[src/rtl/loader_pkg.sv]
// Shared definitions for the boot loader: command op encodings, loader state and a width helper.
package loader_pkg;

   localparam logic [1:0] OP_WRITE = 2'b00;
   localparam logic [1:0] OP_DONE  = 2'b01;

   typedef enum logic [1:0] {
      ST_LOAD = 2'd0,
      ST_RUN  = 2'd1,
      ST_ERR  = 2'd2
   } state_e;

   // A single target memory still gets a 1-bit select field.
   function automatic int sel_width(input int num_mem);
      return (num_mem > 1) ? $clog2(num_mem) : 1;
   endfunction

endpackage

[src/rtl/boot_loader_sync_fifo.sv]
// Synchronous FIFO with full/empty flags and a flush input; head entry is read combinationally.
module sync_fifo #(
   parameter int WIDTH = 8,
   parameter int DEPTH = 4
) (
   input  logic             clk,
   input  logic             rst,
   input  logic             flush,
   input  logic             push,
   input  logic [WIDTH-1:0] wdata,
   input  logic             pop,
   output logic [WIDTH-1:0] rdata,
   output logic             full,
   output logic             empty
);

   localparam int PTR_W = $clog2(DEPTH);

   logic [WIDTH-1:0] store [DEPTH];
   logic [PTR_W:0]   wr_ptr;
   logic [PTR_W:0]   rd_ptr;

   // Extra pointer bit distinguishes full from empty when the indices match.
   assign empty = (wr_ptr == rd_ptr);
   assign full  = (wr_ptr[PTR_W] != rd_ptr[PTR_W]) &&
                  (wr_ptr[PTR_W-1:0] == rd_ptr[PTR_W-1:0]);
   assign rdata = store[rd_ptr[PTR_W-1:0]];

   always_ff @(posedge clk) begin
      if (rst || flush) begin
         wr_ptr <= '0;
         rd_ptr <= '0;
      end else begin
         if (push && !full)
            wr_ptr <= wr_ptr + 1'b1;
         if (pop && !empty)
            rd_ptr <= rd_ptr + 1'b1;
      end
   end

   always_ff @(posedge clk) begin
      if (push && !full)
         store[wr_ptr[PTR_W-1:0]] <= wdata;
   end

endmodule

[src/rtl/boot_loader.sv]
// Reset-time program loader: buffers WRITE/DONE commands and streams words into NUM_MEM memories.
// Optional DONE checksum verification is enabled by defining LOADER_CHECKSUM_EN.
module boot_loader
   import loader_pkg::*;
#(
   parameter  int DATA_W     = 32,
   parameter  int ADDR_W     = 10,
   parameter  int NUM_MEM    = 2,
   parameter  int FIFO_DEPTH = 4,
   localparam int SEL_W      = sel_width(NUM_MEM),
   localparam int CNT_W      = ADDR_W + SEL_W
) (
   input  logic              clk,
   input  logic              rst,
   input  logic              cmd_valid,
   output logic              cmd_ready,
   input  logic [1:0]        cmd_op,
   input  logic [SEL_W-1:0]  cmd_sel,
   input  logic [ADDR_W-1:0] cmd_addr,
   input  logic [DATA_W-1:0] cmd_data,
   output logic [NUM_MEM-1:0] mem_we,
   output logic [ADDR_W-1:0] mem_addr,
   output logic [DATA_W-1:0] mem_wdata,
   output logic              core_rst,
   output logic              load_done,
   output logic              load_err,
   output logic [CNT_W-1:0]  word_count
);

   typedef struct packed {
      logic [1:0]        op;
      logic [SEL_W-1:0]  sel;
      logic [ADDR_W-1:0] addr;
      logic [DATA_W-1:0] data;
   } entry_t;

   state_e state, state_nxt;
   entry_t push_ent, head;
   logic   fifo_full, fifo_empty;
   logic   push, pop;
   logic   done_queued;
   logic   sel_ok, sum_ok;
   logic   write_pop, err_pop;

   assign cmd_ready = (state == ST_LOAD) && !fifo_full && !done_queued;
   assign push      = cmd_valid && cmd_ready;
   assign pop       = (state == ST_LOAD) && !fifo_empty;
   assign push_ent  = '{op: cmd_op, sel: cmd_sel, addr: cmd_addr, data: cmd_data};

   // Widened compare so a select field that cannot exceed NUM_MEM still lints cleanly.
   assign sel_ok = ({1'b0, head.sel} < (SEL_W+1)'(NUM_MEM));

   sync_fifo #(
      .WIDTH ($bits(entry_t)),
      .DEPTH (FIFO_DEPTH)
   ) u_fifo (
      .clk   (clk),
      .rst   (rst),
      .flush (err_pop),
      .push  (push),
      .wdata (push_ent),
      .pop   (pop),
      .rdata (head),
      .full  (fifo_full),
      .empty (fifo_empty)
   );

`ifdef LOADER_CHECKSUM_EN
   logic [DATA_W-1:0] checksum;

   assign sum_ok = (head.data == checksum);

   always_ff @(posedge clk) begin
      if (rst)
         checksum <= '0;
      else if (write_pop)
         checksum <= checksum + head.data;
   end
`else
   assign sum_ok = 1'b1;
`endif

   always_ff @(posedge clk) begin
      if (rst)
         state <= ST_LOAD;
      else
         state <= state_nxt;
   end

   always_comb begin
      state_nxt = state;
      write_pop = 1'b0;
      err_pop   = 1'b0;
      if (pop) begin
         if (head.op == OP_WRITE) begin
            if (sel_ok) begin
               write_pop = 1'b1;
            end else begin
               err_pop   = 1'b1;
               state_nxt = ST_ERR;
            end
         end else if (head.op == OP_DONE) begin
            if (sum_ok) begin
               state_nxt = ST_RUN;
            end else begin
               err_pop   = 1'b1;
               state_nxt = ST_ERR;
            end
         end else begin
            err_pop   = 1'b1;
            state_nxt = ST_ERR;
         end
      end
   end

   always_ff @(posedge clk) begin
      if (rst) begin
         done_queued <= 1'b0;
         mem_we      <= '0;
         mem_addr    <= '0;
         mem_wdata   <= '0;
         core_rst    <= 1'b1;
         load_done   <= 1'b0;
         load_err    <= 1'b0;
         word_count  <= '0;
      end else begin
         if (push && (cmd_op == OP_DONE))
            done_queued <= 1'b1;
         mem_we <= '0;
         if (write_pop) begin
            mem_we    <= NUM_MEM'(1) << head.sel;
            mem_addr  <= head.addr;
            mem_wdata <= head.data;
            if (word_count != '1)
               word_count <= word_count + 1'b1;
         end
         if ((state == ST_LOAD) && (state_nxt == ST_RUN)) begin
            load_done <= 1'b1;
            core_rst  <= 1'b0;
         end
         if (err_pop)
            load_err <= 1'b1;
      end
   end

endmodule

[config.mk]
export PLATFORM = sky130hd
export DESIGN_NAME = boot_loader
export DESIGN_NICKNAME = d
export VERILOG_FILES = /design/src/rtl/loader_pkg.sv /design/src/rtl/boot_loader_sync_fifo.sv /design/src/rtl/boot_loader.sv
export SDC_FILE = /design/constraint.sdc
export NUM_CORES = 1
export LEC_CHECK = 0
export ABC_AREA = 1
export CAP_MARGIN = 20
export CORE_UTILIZATION = 30
export CTS_BUF_LIST = sky130_fd_sc_hd__clkbuf_16
export CTS_CLUSTER_DIAMETER = 120
export CTS_CLUSTER_SIZE = 8
export DETAILED_ROUTE_END_ITERATION = 10
export PLACE_DENSITY = 0.49
export SLEW_MARGIN = 10
export SYNTH_ARGS = -nofsm -noshare
export SYNTH_HDL_FRONTEND = slang
export SYNTH_SLANG_ARGS = --single-unit
[constraint.sdc]
create_clock -name clk -period 3.2 [get_ports clk]
set_input_delay 0.64 -clock clk [delete_from_list [all_inputs] [get_ports clk]]
set_output_delay 0.64 -clock clk [all_outputs]
set_load 0.03 [all_outputs]
==> flow_summary.json <==
{
  "max-cap-violations": 0,
  "hpwlAfterDp_um": 12400,
  "synthesis.nets": 862,
  "drt_iter0_drc": 313,
  "peakVddDrop_v": 0.0004665,
  "clk_latency_ns": 0.52,
  "die_w_um": 179.1,
  "synth_edf_count": 180,
  "rows": 64,
  "layout_common_cells": "nor2_1 (180), edfxtp_1 (180), clkdlybuf4s50_1 (106)",
  "grt_pass1_vias": 6087,
  "ant_nets": 0,
  "root_buffer": "clkbuf_16",
  "drive_above_1_share": 0.07781,
  "wl_per_cell_um": 16.18,
  "cts_buffer_depth": 3,
  "hold_buffers": 0,
  "setup.worst_path.start_class": "register",
  "maxSlewHeadroom": 0.5610,
  "antenna_found_initial": 0,
  "hold_violations": 0,
  "rsz0062_at_grt": "false",
  "syn_inst": 808,
  "fin_ws_ns": 0.5155,
  "postSynthAreaPerCell_sq_um": 11.64,
  "fillCellCount": 2983,
  "initial_utilization": 0.3059,
  "post-route-util": 0.3910,
  "cts_buffers": 37,
  "synthFlopType": "edfxtp_1",
  "setup_viol": 0,
  "violations": "DRC",
  "synth_area_leaders": "edfxtp_1 (57%), dfxtp_1 (15%), nor2_1 (7.3%), o21ai_0 (5.0%), o22ai_1 (2.9%)",
  "multi_input_area_sq_um": 2283,
  "crit_type": "reg -> out",
  "coreArea_sq_um": 30750,
  "ys_seq_area_frac": 0.7214,
  "area_growth_pct": 27.80,
  "power_density_nw_per_um2": 907.2,
  "ys_async_sr_fraction": 0,
  "grt_pass1_wl_um": 33600,
  "cp.required_ns": 2.56,
  "whs_path_depth": 2,
  "first_pass_iters": 7,
  "grt_max_degree": 56,
  "drv_slew": 0,
  "die_y_um": 179.1,
  "overflow": 0,
  "fmax_ghz": 0.3725,
  "min_period_over_period": 0.8389,
  "ys_warn_count": 0,
  "cts_sinks": 249,
  "end_kind": "output port",
  "drc": 28,
  "cts_resized": 0,
  "crit_fanout": 5,
  "synth_top_area_share": 0.5745,
  "hp-class": "reg -> reg",
  "p_leak_uw": 0.004319,
  "pin_count": 107,
  "cts_tree": "done",
  "arrival_ns": 2.04,
  "die_area_sq_um": 32070,
  "grt_usage": 0.1378,
  "cts_max_level": 2,
  "nNetsFinal": 976,
  "vias_per_cell": 4.583,
  "via_count": 6178,
  "syn_area_sq_um": 9408,
  "final.min_clock_period_ns": 2.685,
  "status": "finished, violations left",
  "reg2regPathDepth": 10,
  "regArea_sq_um": 6792,
  "port_buffers": 106,
  "post-cts-setup-buffers": 0,
  "drt_wl_total_um": 21810,
  "fin_worst_skew_ns": 0.01190,
  "yosysUniqueCellTypes": 29,
  "tightestPinTransition_ns": 0.6585,
  "path_clk_slew_ns": 0.05,
  "post-place-ws_ns": 0.5711,
  "synth_seq_cells": 249,
  "synth_top_area_cell": "edfxtp_1",
  "place.gp.congestion": 0.7663
}
## flip-flops by register name, summed over array words and instances, names as in the netlist, named ones only
signal and cells:
mem_addr 10, state 2, u_fifo.store 180, u_fifo.wr_ptr 3, core_rst 1, mem_we 2
load_done 1, word_count 11, done_queued 1, u_fifo.rd_ptr 3, load_err 1, mem_wdata 32
## kinds of logic (layout without fill, tap and decap cells)
kind of cell,Yosys count,count (layout),share of synthesized area
other,0,1,0
buffers and inverters,81,224,0.03910
xor gates and xnor gates,6,6,0.005586
DFF,249,249,0.7214
adders and majority gates,6,6,0.007980
and+or+nand+nor,272,272,0.1166
AOI/OAI and AO/OA,194,194,0.1093
## worst max-delay path, cell delays in order (launching register included)
cell	delay, ns
dfxtp_1	0.42
inv_2	0.09
nand2_1	0.06
nand2_1	0.07
nand3_1	0.12
nand2_1	0.06
inv_1	0.05
clkdlybuf4s50_1	0.66
## per-stage QoR
step	cell area, sq um	TNS [ns]	hold WS (ns)	instances	power (uW)
floorplan	9408	-2.875	0.4304	808	6345
global placement	10920	0	0.4374	1279	7495
detailed placement	10920	0	0.4426	1279	7489
CTS	12020	0	0.4501	1347	11060
global route	12020	0	0.4761	1347	11510
finish	12020	0	0.4463	1348	10910
## power breakdown
part / internal (uW) / switching [uW]
clock network: 2140 / 1370
registers: 4180 / 291
logic: 994 / 1930
## worst paths after layout
kind                                               startpoint                          to  slack [ns]
worst max-delay path            u_fifo.wr_ptr[0]$_SDFFE_PP0P_                   cmd_ready        0.52
worst min-delay path                   load_done$_SDFFE_PP0P_      load_done$_SDFFE_PP0P_        0.45
worst max register to register                       register  word_count[1]$_SDFFE_PP0P_        0.58
worst min register to register         load_done$_SDFFE_PP0P_      load_done$_SDFFE_PP0P_        0.45
## Yosys cell counts, types with 2 or more instances
cell / instances
buf_6: 3
inv_1: 31
nand2_2: 4
dfxtp_1: 69
o21ai_0: 94
inv_4: 2
o21ai_1: 34
nand3_1: 18
nor2_1: 184
nand3_2: 3
a21oi_1: 22
o22ai_1: 43
edfxtp_1: 180
clkbuf_1: 27
xor2_1: 6
ha_1: 6
inv_2: 3
nand2_1: 55
nand4_1: 4
buf_2: 8
buf_4: 4
## cell type report
cell class,count,share of cell area
sequential,249,0.5649
multi-input combinational,478,0.1899
timing repair buffer,119,0.1005
clock buffer,38,0.07909
tap,396,0.04121
clock inverter,30,0.01218
inverter,37,0.01197
antenna,1,0.0002081
## routing by layer
metal	track usage	wire length, um
met2	0.2230	10240
met5	0	0
met4	0.04414	308
met3	0.02714	912
met1	0.1845	10340
Power figures use the tool's default switching activity.
